**src/rtl/rs422_frame_pkg.sv**
```systemverilog
// Shared types and defaults for the RS422 framed-command node.
//   parse_state_t : command frame parser states
//   tx_state_t    : acknowledge transmitter states
//   DEF_*         : default bit timing, header and tail bytes
//   ACK_LEN       : acknowledge frame length in bytes
//   ack_byte()    : selects the acknowledge byte for a given position
package rs422_frame_pkg;

  typedef enum logic [2:0] {
    HUNT,
    WAIT_HDR1,
    PAYLOAD,
    CMD,
    TAIL_CHK
  } parse_state_t;

  typedef enum logic [1:0] {
    IDLE,
    LEAD,
    SHIFT,
    TRAIL
  } tx_state_t;

  localparam int unsigned DEF_CLKS_PER_BIT = 16;
  localparam logic [7:0]  DEF_HDR0         = 8'hAA;
  localparam logic [7:0]  DEF_HDR1         = 8'h55;
  localparam logic [7:0]  DEF_TAIL         = 8'hEF;
  localparam int unsigned ACK_LEN          = 4;

  // Acknowledge frame layout: HDR0, HDR1, command, checksum.
  function automatic logic [7:0] ack_byte(input logic [1:0] idx,
                                          input logic [7:0] h0,
                                          input logic [7:0] h1,
                                          input logic [7:0] cmd,
                                          input logic [7:0] csum);
    case (idx)
      2'd0:    return h0;
      2'd1:    return h1;
      2'd2:    return cmd;
      default: return csum;
    endcase
  endfunction

endpackage

```
**src/rtl/uart_byte_rx.sv**
```systemverilog
// MSB-first UART byte receiver (1 start, 8 data, 1 stop, no parity).
//   clk, rst_n  : clock, asynchronous active-low reset
//   rx          : serial line, idle high (synchronised internally)
//   byte_valid  : one-cycle strobe when a byte with a valid stop bit arrives
//   byte_data   : received byte, stable from byte_valid until the next byte
// A low stop bit discards the byte and waits for the line to go high again.
module uart_byte_rx
  import rs422_frame_pkg::*;
#(
  parameter int unsigned CLKS_PER_BIT = DEF_CLKS_PER_BIT
) (
  input  logic       clk,
  input  logic       rst_n,
  input  logic       rx,
  output logic       byte_valid,
  output logic [7:0] byte_data
);

  typedef enum logic [2:0] {
    RX_IDLE,
    RX_START,
    RX_DATA,
    RX_STOP,
    RX_WAIT_HIGH
  } rx_state_t;

  localparam int unsigned CW = $clog2(CLKS_PER_BIT);
  localparam logic [CW-1:0] HALF_M1 = CW'(CLKS_PER_BIT / 2 - 1);
  localparam logic [CW-1:0] FULL_M1 = CW'(CLKS_PER_BIT - 1);

  rx_state_t     state_q, state_d;
  logic [1:0]    sync_q;
  logic          rx_s;
  logic [CW-1:0] cnt_q;
  logic [2:0]    bit_q;
  logic [7:0]    shift_q;
  logic          tick_half, tick_full;

  assign rx_s      = sync_q[1];
  assign tick_half = (cnt_q == HALF_M1);
  assign tick_full = (cnt_q == FULL_M1);
  assign byte_data = shift_q;

  always_comb begin
    state_d = state_q;
    unique case (state_q)
      RX_IDLE:      if (!rx_s) state_d = RX_START;
      RX_START:     if (tick_half) state_d = rx_s ? RX_IDLE : RX_DATA;
      RX_DATA:      if (tick_full && bit_q == 3'd7) state_d = RX_STOP;
      RX_STOP:      if (tick_full) state_d = rx_s ? RX_IDLE : RX_WAIT_HIGH;
      RX_WAIT_HIGH: if (rx_s) state_d = RX_IDLE;
      default:      state_d = RX_IDLE;
    endcase
  end

  always_ff @(posedge clk or negedge rst_n) begin
    if (!rst_n) begin
      sync_q     <= 2'b11;
      state_q    <= RX_IDLE;
      cnt_q      <= '0;
      bit_q      <= '0;
      shift_q    <= '0;
      byte_valid <= 1'b0;
    end else begin
      sync_q  <= {sync_q[0], rx};
      state_q <= state_d;
      // Restarting on every state change aligns the half-bit start sample,
      // after which full-bit periods land on each mid-bit.
      if (state_d != state_q || tick_full) cnt_q <= '0;
      else                                 cnt_q <= cnt_q + 1'b1;
      if (state_q == RX_START) begin
        bit_q <= '0;
      end else if (state_q == RX_DATA && tick_full) begin
        bit_q   <= bit_q + 1'b1;
        shift_q <= {shift_q[6:0], rx_s};
      end
      byte_valid <= (state_q == RX_STOP) && tick_full && rx_s;
    end
  end

endmodule

```
**src/rtl/rs422_frame_node.sv**
```systemverilog
// RS422 framed-command node: parses HDR0 HDR1 <payload> CMD TAIL frames and
// answers each valid frame with HDR0 HDR1 CMD CHECKSUM.
//   clk_in          : system clock
//   rst_in_n        : asynchronous active-low reset
//   rs422_ro_main   : receiver output (RX line), idle high
//   rs422_di_main   : driver input (TX line), idle high
//   rs422_de_main   : driver enable, high while an acknowledge is on the line
//   rs422_re_n_main : receiver enable (active-low), always 0
// Optional: define FRAME_TIMEOUT_EN to abort partial frames after an idle gap
// of TIMEOUT_CLKS clocks.
module rs422_frame_node
  import rs422_frame_pkg::*;
#(
  parameter int unsigned CLKS_PER_BIT = DEF_CLKS_PER_BIT,
  parameter logic [7:0]  HDR0         = DEF_HDR0,
  parameter logic [7:0]  HDR1         = DEF_HDR1,
  parameter logic [7:0]  TAIL         = DEF_TAIL,
  parameter int unsigned PAYLOAD_LEN  = 5
`ifdef FRAME_TIMEOUT_EN
  ,
  parameter int unsigned TIMEOUT_CLKS = 320
`endif
) (
  input  logic clk_in,
  input  logic rst_in_n,
  input  logic rs422_ro_main,
  output logic rs422_di_main,
  output logic rs422_de_main,
  output logic rs422_re_n_main
);

  localparam int unsigned IDX_W = $clog2(PAYLOAD_LEN + 1);
  localparam int unsigned CW    = $clog2(CLKS_PER_BIT);

  logic       rx_valid;
  logic [7:0] rx_data;

  uart_byte_rx #(
    .CLKS_PER_BIT(CLKS_PER_BIT)
  ) u_rx (
    .clk       (clk_in),
    .rst_n     (rst_in_n),
    .rx        (rs422_ro_main),
    .byte_valid(rx_valid),
    .byte_data (rx_data)
  );

  assign rs422_re_n_main = 1'b0;

  // ---------------------------------------------------------------- parser
  parse_state_t     ps_q, ps_d;
  logic [IDX_W-1:0] idx_q;
  logic [7:0]       csum_q;
  logic [7:0]       cmd_q;
  logic             frame_ok;
  logic             timeout_hit;

`ifdef FRAME_TIMEOUT_EN
  localparam int unsigned TMR_W = $clog2(TIMEOUT_CLKS + 1);
  logic [TMR_W-1:0] tmr_q;

  assign timeout_hit = (tmr_q == TMR_W'(TIMEOUT_CLKS));

  always_ff @(posedge clk_in or negedge rst_in_n) begin
    if (!rst_in_n)                      tmr_q <= '0;
    else if (rx_valid || ps_q == HUNT)  tmr_q <= '0;
    else if (!timeout_hit)              tmr_q <= tmr_q + 1'b1;
  end
`else
  assign timeout_hit = 1'b0;
`endif

  always_comb begin
    ps_d     = ps_q;
    frame_ok = 1'b0;
    if (rx_valid) begin
      unique case (ps_q)
        HUNT:      if (rx_data == HDR0) ps_d = WAIT_HDR1;
        WAIT_HDR1: begin
          if (rx_data == HDR1)      ps_d = PAYLOAD;
          else if (rx_data != HDR0) ps_d = HUNT;
        end
        PAYLOAD:   if (idx_q == IDX_W'(PAYLOAD_LEN - 1)) ps_d = CMD;
        CMD:       ps_d = TAIL_CHK;
        TAIL_CHK: begin
          ps_d     = HUNT;
          frame_ok = (rx_data == TAIL);
        end
        default:   ps_d = HUNT;
      endcase
    end else if (timeout_hit) begin
      ps_d = HUNT;
    end
  end

  always_ff @(posedge clk_in or negedge rst_in_n) begin
    if (!rst_in_n) begin
      ps_q   <= HUNT;
      idx_q  <= '0;
      csum_q <= '0;
      cmd_q  <= '0;
    end else begin
      ps_q <= ps_d;
      if ((ps_q == WAIT_HDR1 && ps_d == PAYLOAD) || timeout_hit) begin
        idx_q  <= '0;
        csum_q <= '0;
      end else if (rx_valid && ps_q == PAYLOAD) begin
        idx_q  <= idx_q + 1'b1;
        csum_q <= csum_q + rx_data;
      end
      if (rx_valid && ps_q == CMD) cmd_q <= rx_data;
    end
  end

  // ----------------------------------------------------------- transmitter
  tx_state_t     tx_q, tx_d;
  logic [CW-1:0] clk_cnt_q;
  logic [3:0]    bit_idx_q;
  logic [1:0]    byte_idx_q;
  logic [7:0]    ack_cmd_q, ack_csum_q;
  logic [7:0]    ack_cur;
  logic          bit_done;
  logic          last_bit;
  logic          tx_bit;

  assign bit_done = (clk_cnt_q == CW'(CLKS_PER_BIT - 1));
  assign last_bit = (bit_idx_q == 4'd9);

  always_comb begin
    tx_d = tx_q;
    unique case (tx_q)
      IDLE:    if (frame_ok) tx_d = LEAD;
      LEAD:    if (bit_done) tx_d = SHIFT;
      SHIFT:   if (bit_done && last_bit && byte_idx_q == 2'(ACK_LEN - 1)) tx_d = TRAIL;
      TRAIL:   if (bit_done) tx_d = IDLE;
      default: tx_d = IDLE;
    endcase
  end

  // Bit slot 0 is the start bit, 1..8 carry data MSB first, 9 is the stop bit.
  always_comb begin
    ack_cur = ack_byte(byte_idx_q, HDR0, HDR1, ack_cmd_q, ack_csum_q);
    if (bit_idx_q == 4'd0) tx_bit = 1'b0;
    else if (last_bit)     tx_bit = 1'b1;
    else                   tx_bit = ack_cur[3'(4'd8 - bit_idx_q)];
  end

  always_ff @(posedge clk_in or negedge rst_in_n) begin
    if (!rst_in_n) begin
      tx_q          <= IDLE;
      clk_cnt_q     <= '0;
      bit_idx_q     <= '0;
      byte_idx_q    <= '0;
      ack_cmd_q     <= '0;
      ack_csum_q    <= '0;
      rs422_di_main <= 1'b1;
      rs422_de_main <= 1'b0;
    end else begin
      tx_q <= tx_d;
      if (tx_q == IDLE || bit_done) clk_cnt_q <= '0;
      else                          clk_cnt_q <= clk_cnt_q + 1'b1;
      if (tx_q == IDLE) begin
        bit_idx_q  <= '0;
        byte_idx_q <= '0;
        // Frames completing while an acknowledge is in flight are dropped.
        if (frame_ok) begin
          ack_cmd_q  <= cmd_q;
          ack_csum_q <= csum_q;
        end
      end else if (tx_q == SHIFT && bit_done) begin
        if (last_bit) begin
          bit_idx_q  <= '0;
          byte_idx_q <= byte_idx_q + 1'b1;
        end else begin
          bit_idx_q <= bit_idx_q + 1'b1;
        end
      end
      // Pins are registered so DE and DI share the same one-cycle lag.
      rs422_di_main <= (tx_q == SHIFT) ? tx_bit : 1'b1;
      rs422_de_main <= (tx_q != IDLE);
    end
  end

endmodule

```
**config.mk**
```make
export PLATFORM = sky130hd
export DESIGN_NAME = rs422_frame_node
export DESIGN_NICKNAME = d
export VERILOG_FILES = /design/src/rtl/rs422_frame_pkg.sv /design/src/rtl/uart_byte_rx.sv /design/src/rtl/rs422_frame_node.sv
export SDC_FILE = /design/constraint.sdc
export NUM_CORES = 1
export LEC_CHECK = 0
export CORE_UTILIZATION = 60
export CTS_CLUSTER_SIZE = 24
export DETAILED_ROUTE_END_ITERATION = 6
export DONT_BUFFER_PORTS = 1
export PLACE_DENSITY_LB_ADDON = 0.2
export SYNTH_ARGS = -nofsm -noshare
export SYNTH_HDL_FRONTEND = slang
export SYNTH_SLANG_ARGS = --single-unit
```
**constraint.sdc**
```tcl
create_clock -name clk_in -period 2.6 [get_ports clk_in]
set_clock_uncertainty 0.15 [all_clocks]
set_input_delay 0.52 -clock clk_in [delete_from_list [all_inputs] [get_ports clk_in]]
set_output_delay 0.52 -clock clk_in [all_outputs]
set_load 0.02 [all_outputs]
```
=== Word level (Yosys, flattened, before mapping) ===
Index checks and enable logic that the tools add are counted.

* Flip-flop bits (word level): 73
* Input bits: 3
* Word-level logic and storage cells: 125

* Add/sub/neg operators: 8
* Magnitude comparators: 1
* Eq/ne operators: 30
* Multiplexer cells: 41
* Bitwise operators: 1
* Reduce and logical (&&, ||, !) cells: 26

{| class="wikitable"
|+ Operators with widths
! kind !! count
|-
| two-way mux 3 bit || 15
|-
| one-hot mux 8 bit (3 select lines) || 1
|-
| two-way mux 4 bit || 5
|-
| == test 8 bit, second input constant || 2
|-
| two-way mux 2 bit || 8
|-
| two-way mux 8 bit || 2
|-
| == test 3 x 2 -> 1 bit, second input constant || 5
|-
| one-hot mux 3 bit (5 select lines) || 1
|-
| adder 4 x 1 -> 4 bit, second input constant || 3
|-
| == test 3 bit, second input constant || 4
|-
| == test 4 bit, second input constant || 3
|-
| one-hot mux 3 bit (4 select lines) || 1
|-
| logical AND 1 bit || 10
|-
| nonzero test 2 bit || 5
|-
| adder 8 bit || 1
|-
| == test 2 bit, second input constant || 4
|-
| == test 8 x 7 -> 1 bit, second input constant || 1
|-
| inequality test 2 bit, second input constant || 4
|-
| inequality test 8 bit, second input constant || 1
|-
| one-hot mux 2 bit (4 select lines) || 1
|-
| adder 3 x 1 -> 3 bit, second input constant || 2
|-
| == test 3 x 1 -> 1 bit, second input constant || 2
|-
| logical NOT 3 bit || 2
|-
| two-way mux 1 bit || 6
|-
| 13 further kinds || 18
|}

=== Depth between registers and ports, before layout ===
* Depth after elaboration: 8
* Gate-level depth with buffers: 8

=== Cells and area by module ===
From an unflattened synthesis, not the netlist that was laid out.

* Cells, all modules: 336
* Area, all modules: 3875.0 sq um

{| class="wikitable"
|+ Modules (own cells, without submodules)
! module !! instances !! cells an instance !! area each (sq um) !! sequential area each (sq um)
|-
| rs422_frame_node || 1 || 255 || 2922.8 || 1302.5
|-
| uart_byte_rx || 1 || 81 || 952.2 || 528.0
|}

=== Least setup slack after synthesis ===
No wires, ideal clock.

* Path kind: reg-to-reg
* Start: reg u_rx.shift_q[0] (netlist: u_rx.byte_data[0])
* End: reg csum_q[6]
* Library setup time: 0.127 ns
* Data arrival time: 1.756 ns
* Required time: 2.323 ns
* Path slack: 0.566 ns
* Stages on the path, launching flop included: 8
* Period minus slack after synthesis: 2.034 ns
* Cells stage by stage: dfrtp_1 -> ha_1 -> fa_1 -> a211oi_1 -> o21bai_1 -> a21oi_1 -> xor2_1 -> o21ai_0

* Cells in the longest elaborated chain, start to end: 8
* Elaborated cells on any way between the ends: 14

{| class="wikitable"
|+ Ends and longest elaborated chain
! what !! line !! RTL
|-
| from (decl) || uart_byte_rx.sv:36 || <nowiki>logic [7:0] shift_q;</nowiki>
|-
| from (signal assigned) || uart_byte_rx.sv:75 || <nowiki>shift_q <= {shift_q[6:0], rx_s};</nowiki>
|-
| inequality test 8 bit || rs422_frame_node.sv:81 || <nowiki>else if (rx_data != HDR0) ps_d = HUNT;</nowiki>
|-
| two-way mux 3 bit || rs422_frame_node.sv:81 ||
|-
| two-way mux 3 bit || rs422_frame_node.sv:80 || <nowiki>if (rx_data == HDR1) ps_d = PAYLOAD;</nowiki>
|-
| one-hot mux 3 bit (4 select lines) || rs422_frame_node.sv:77 || <nowiki>unique case (ps_q)</nowiki>
|-
| two-way mux 3 bit || rs422_frame_node.sv:76 || <nowiki>if (rx_valid) begin</nowiki>
|-
| == test 3 x 2 -> 1 bit || rs422_frame_node.sv:104 || <nowiki>if ((ps_q == WAIT_HDR1 && ps_d == PAYLOAD) || timeout_hit) begin</nowiki>
|-
| logical AND 1 bit || rs422_frame_node.sv:104 ||
|-
| two-way mux 8 bit or nonzero test 2 bit (tied branches) || -- ||
|-
| to (signal assigned) || rs422_frame_node.sv:109 || <nowiki>csum_q <= csum_q + rx_data;</nowiki>
|-
| to (decl) || rs422_frame_node.sv:53 || <nowiki>logic [7:0] csum_q;</nowiki>
|}

Several ways; a longest one is shown, not always the timed one. The select of a mux whose other input is x is not followed.
A chain may end at the register's enable or synchronous reset.

=== Final worst setup path ===
Ends and elaborated chain as after synthesis.

==> results.tsv <==
metric	value	unit
outcome	finished, final reports clean	
dr_total_vias	2488	
r2r_cells	7	
cts_made_buffers	9	
cts_buffer_depth	2	
cp.depth	7	
cts_tree	done	
antenna_found_initial	0	
synthTopCellsByArea	dfrtp_1 (46%), ha_1 (8.3%), nand2_1 (5.0%)	
grt_max_degree	74	
worst_pin_slew	0.654	ns
final_max_slew_viol_count	0	
crit_slowest_cell	dfrtp_1	
yosys-top-cells-count	dfrtp_1 (70), nand2_1 (50), o21ai_0 (30)	
hpwl	4590	um
drtAntennaViolNets	0	
wl_per_cell	15.2	um
p_per_area	572	nW/um^2
synth-edff-count	0	
die_w	81.4	um
insertion_delay	0.35	ns
critPathMaxFanout	6	
cts_sinks	73	
hold_viol_final	0	
syn_to_final_growth	7.24	%
drt_first_pass_iters	4	
grt_pass1_vias	2447	
ioPinCount	6	
antenna_cells	0	
die_h	81.4	um
leakage	1.96	nW
drt-initial-drc-count	141	
final_nets	384	
finalSetupViolCount	0	
yosys_warnings	0	
synth_most_common_cell	dfrtp_1	
grt_pass1_wl	11200	um
min_from	rs422_ro_main	
crit_arrival	2.25	ns
worst-path-buf-inv	0	
cp-start-kind	flop	
rows	28	
max_stage_delay	0.45	ns
r2r_start	u_rx.byte_data[0]	
peakVddDrop	453	uV
worst_setup_path_end_kind	flop	
grt_overflow	0	
maxCapViolCount	0	
yosysTopAreaCellShare	46.3	%
path_clk_slew	0.08	ns
root_buffer	clkbuf_8	
groute.usage.overall	23.1	%
coreArea	5990	um^2
rsz0062_at_grt	false	
fin_hold_ws	0.0157	ns
drc	0	
syn_nets	382	
initial_core_util	63.1	%
place.gp.congestion	0.852	
dieArea	6630	um^2
cp_top_family	adder cells	
cp.required	2.68	ns
hold_depth	0	
synth_top_area_cell	dfrtp_1	
drive_gt1_share	14.4	%
cts_resized	0	
ys_ff_latch	73	
tns	0	ns
syn_area	3780	um^2
hold_class	in2reg	
fmax	460	MHz
htree_levels	3	
nFillCells	426	
totalWireLength	6600	um
io_buffers	0	
async_reset_ff_share	100	%
avgSynthCellArea	10.7	um^2
avgViaCountPerCell	5.72	
critPathLaunch	u_rx.byte_data[0]	
power.total	0.00232	W
postSynthCellCount	353	
crit_chain	ha_1 -> fa_1 -> a211oi_1 -> o21bai_1 -> a21oi_1 -> xor2_1 -> o21ai_0	
ys_types	48	
relSlewSlack	56.4	%
fin_crit	2.17	ns
synthFlopType	dfrtp_1	
fin_crit_sh	83.6	%
critical_path_class	reg2reg	
yosysSeqAreaShare	48.4	%
-- report_power, final --
group          leakage, nW  total (W)  switching [W]  internal (W)
sequential           0.998    0.00125      0.0000694       0.00118
clock               0.0993   0.000885       0.000417      0.000468
combinational        0.865   0.000184       0.000106     0.0000775
total                 1.96    0.00232       0.000593       0.00173
-- state kept, by name, indices dropped and copies added, names as in the netlist --
name / count
u_rx.bit_q: 3
u_rx.byte_valid: 1
u_rx.byte_data: 8
tx_q: 2
rs422_di_main: 1
cmd_q: 8
ack_csum_q: 8
u_rx.cnt_q: 4
u_rx.sync_q: 2
csum_q: 8
ack_cmd_q: 8
byte_idx_q: 2
clk_cnt_q: 4
rs422_de_main: 1
ps_q: 3
bit_idx_q: 4
u_rx.state_q: 3
idx_q: 3
-- kinds of logic after synthesis --
| family | after synthesis | share of synthesized area [%] |
|---|---|---|
| adder cells (fa/ha/maj) | 26 | 8.80 |
| buffers and inverters | 29 | 3.24 |
| flip-flops | 73 | 48.4 |
| XOR/XNOR | 11 | 2.55 |
| AO/OA/AOI/OAI | 79 | 12.8 |
| AND/OR/NAND/NOR | 105 | 14.0 |
| other | 1 | 0.0991 |
| multiplexers | 29 | 10.2 |
-- cells in the final DEF, fill, tap and decap left out, types with 3 or more instances in the layout --
master    Yosys  final
nor2_1       15     15
and3_1        4      4
mux2_2       16     16
nand3b_1      3      3
dfstp_2       3      3
inv_1        18     18
o21ai_0      30     30
xor2_1        6      6
a22o_1        6      6
xnor2_1       5      5
clkbuf_8      0     10
mux2_4       10     10
ha_1         25     25
a211oi_1      4      4
nand2_1      50     50
a31oi_1       4      4
a21oi_1      19     19
nor3_1        7      7
nand3_1       9      9
dfrtp_1      70     70
-- worst reg2reg max path: cells and delay by family (launching register included) --
family | cells | cell delay, ns
AO/OA/AOI/OAI | 4 | 0.64
XOR/XNOR | 1 | 0.15
adder cells (fa/ha/maj) | 2 | 0.67
flip-flops | 1 | 0.45
-- cell type report --
cell class | count | area (um^2) | area share (%)
sequential | 73 | 1830 | 45.1
multi-input combinational | 251 | 1830 | 45.1
clock buffer | 11 | 141 | 3.49
tap | 75 | 93.8 | 2.31
inverter | 18 | 67.6 | 1.67
clock inverter | 5 | 56.3 | 1.39
timing repair buffer | 2 | 37.5 | 0.925
-- timing repair --
action                    in CTS  in global routing
hold endpoints to repair      73                  0
setup buffers                  0                  0
hold buffers                   2                  0
-- metrics by stage --
| step | worst slack [ns] | cells | util [%] | instance area (um^2) |
|---|---|---|---|---|
| floorplan | 0.566 | 353 | - | 3780 |
| global placement | 0.461 | 417 | 63.8 | 3820 |
| detailed placement | 0.439 | 417 | 63.8 | 3820 |
| CTS | 0.433 | 435 | 67.7 | 4060 |
| global route | 0.266 | 435 | 67.7 | 4060 |
| finish | 0.427 | 435 | 67.7 | 4060 |
-- layer usage --
layer  wire length [um]  track usage [%]  share of wire [%]
met1               3250             30.3                 49
met5                  0                0                  0
met4                146             11.4                2.2
met2               3040             36.9                 46
met3                161             4.04                2.4
-- path summary, 6_finish.rpt --
check / to / slack [ns]
min: u_rx.sync_q[0] / 0.02
min reg2reg: u_rx.sync_q[1] / 0.21
max in group asynchronous: u_rx.sync_q[1] / 1.39
min in group asynchronous: ack_cmd_q[5] / 0.57
max reg2reg: csum_q[6] / 0.43
max: csum_q[6] / 0.43
No activity file was read; power rests on OpenSTA's default activity.
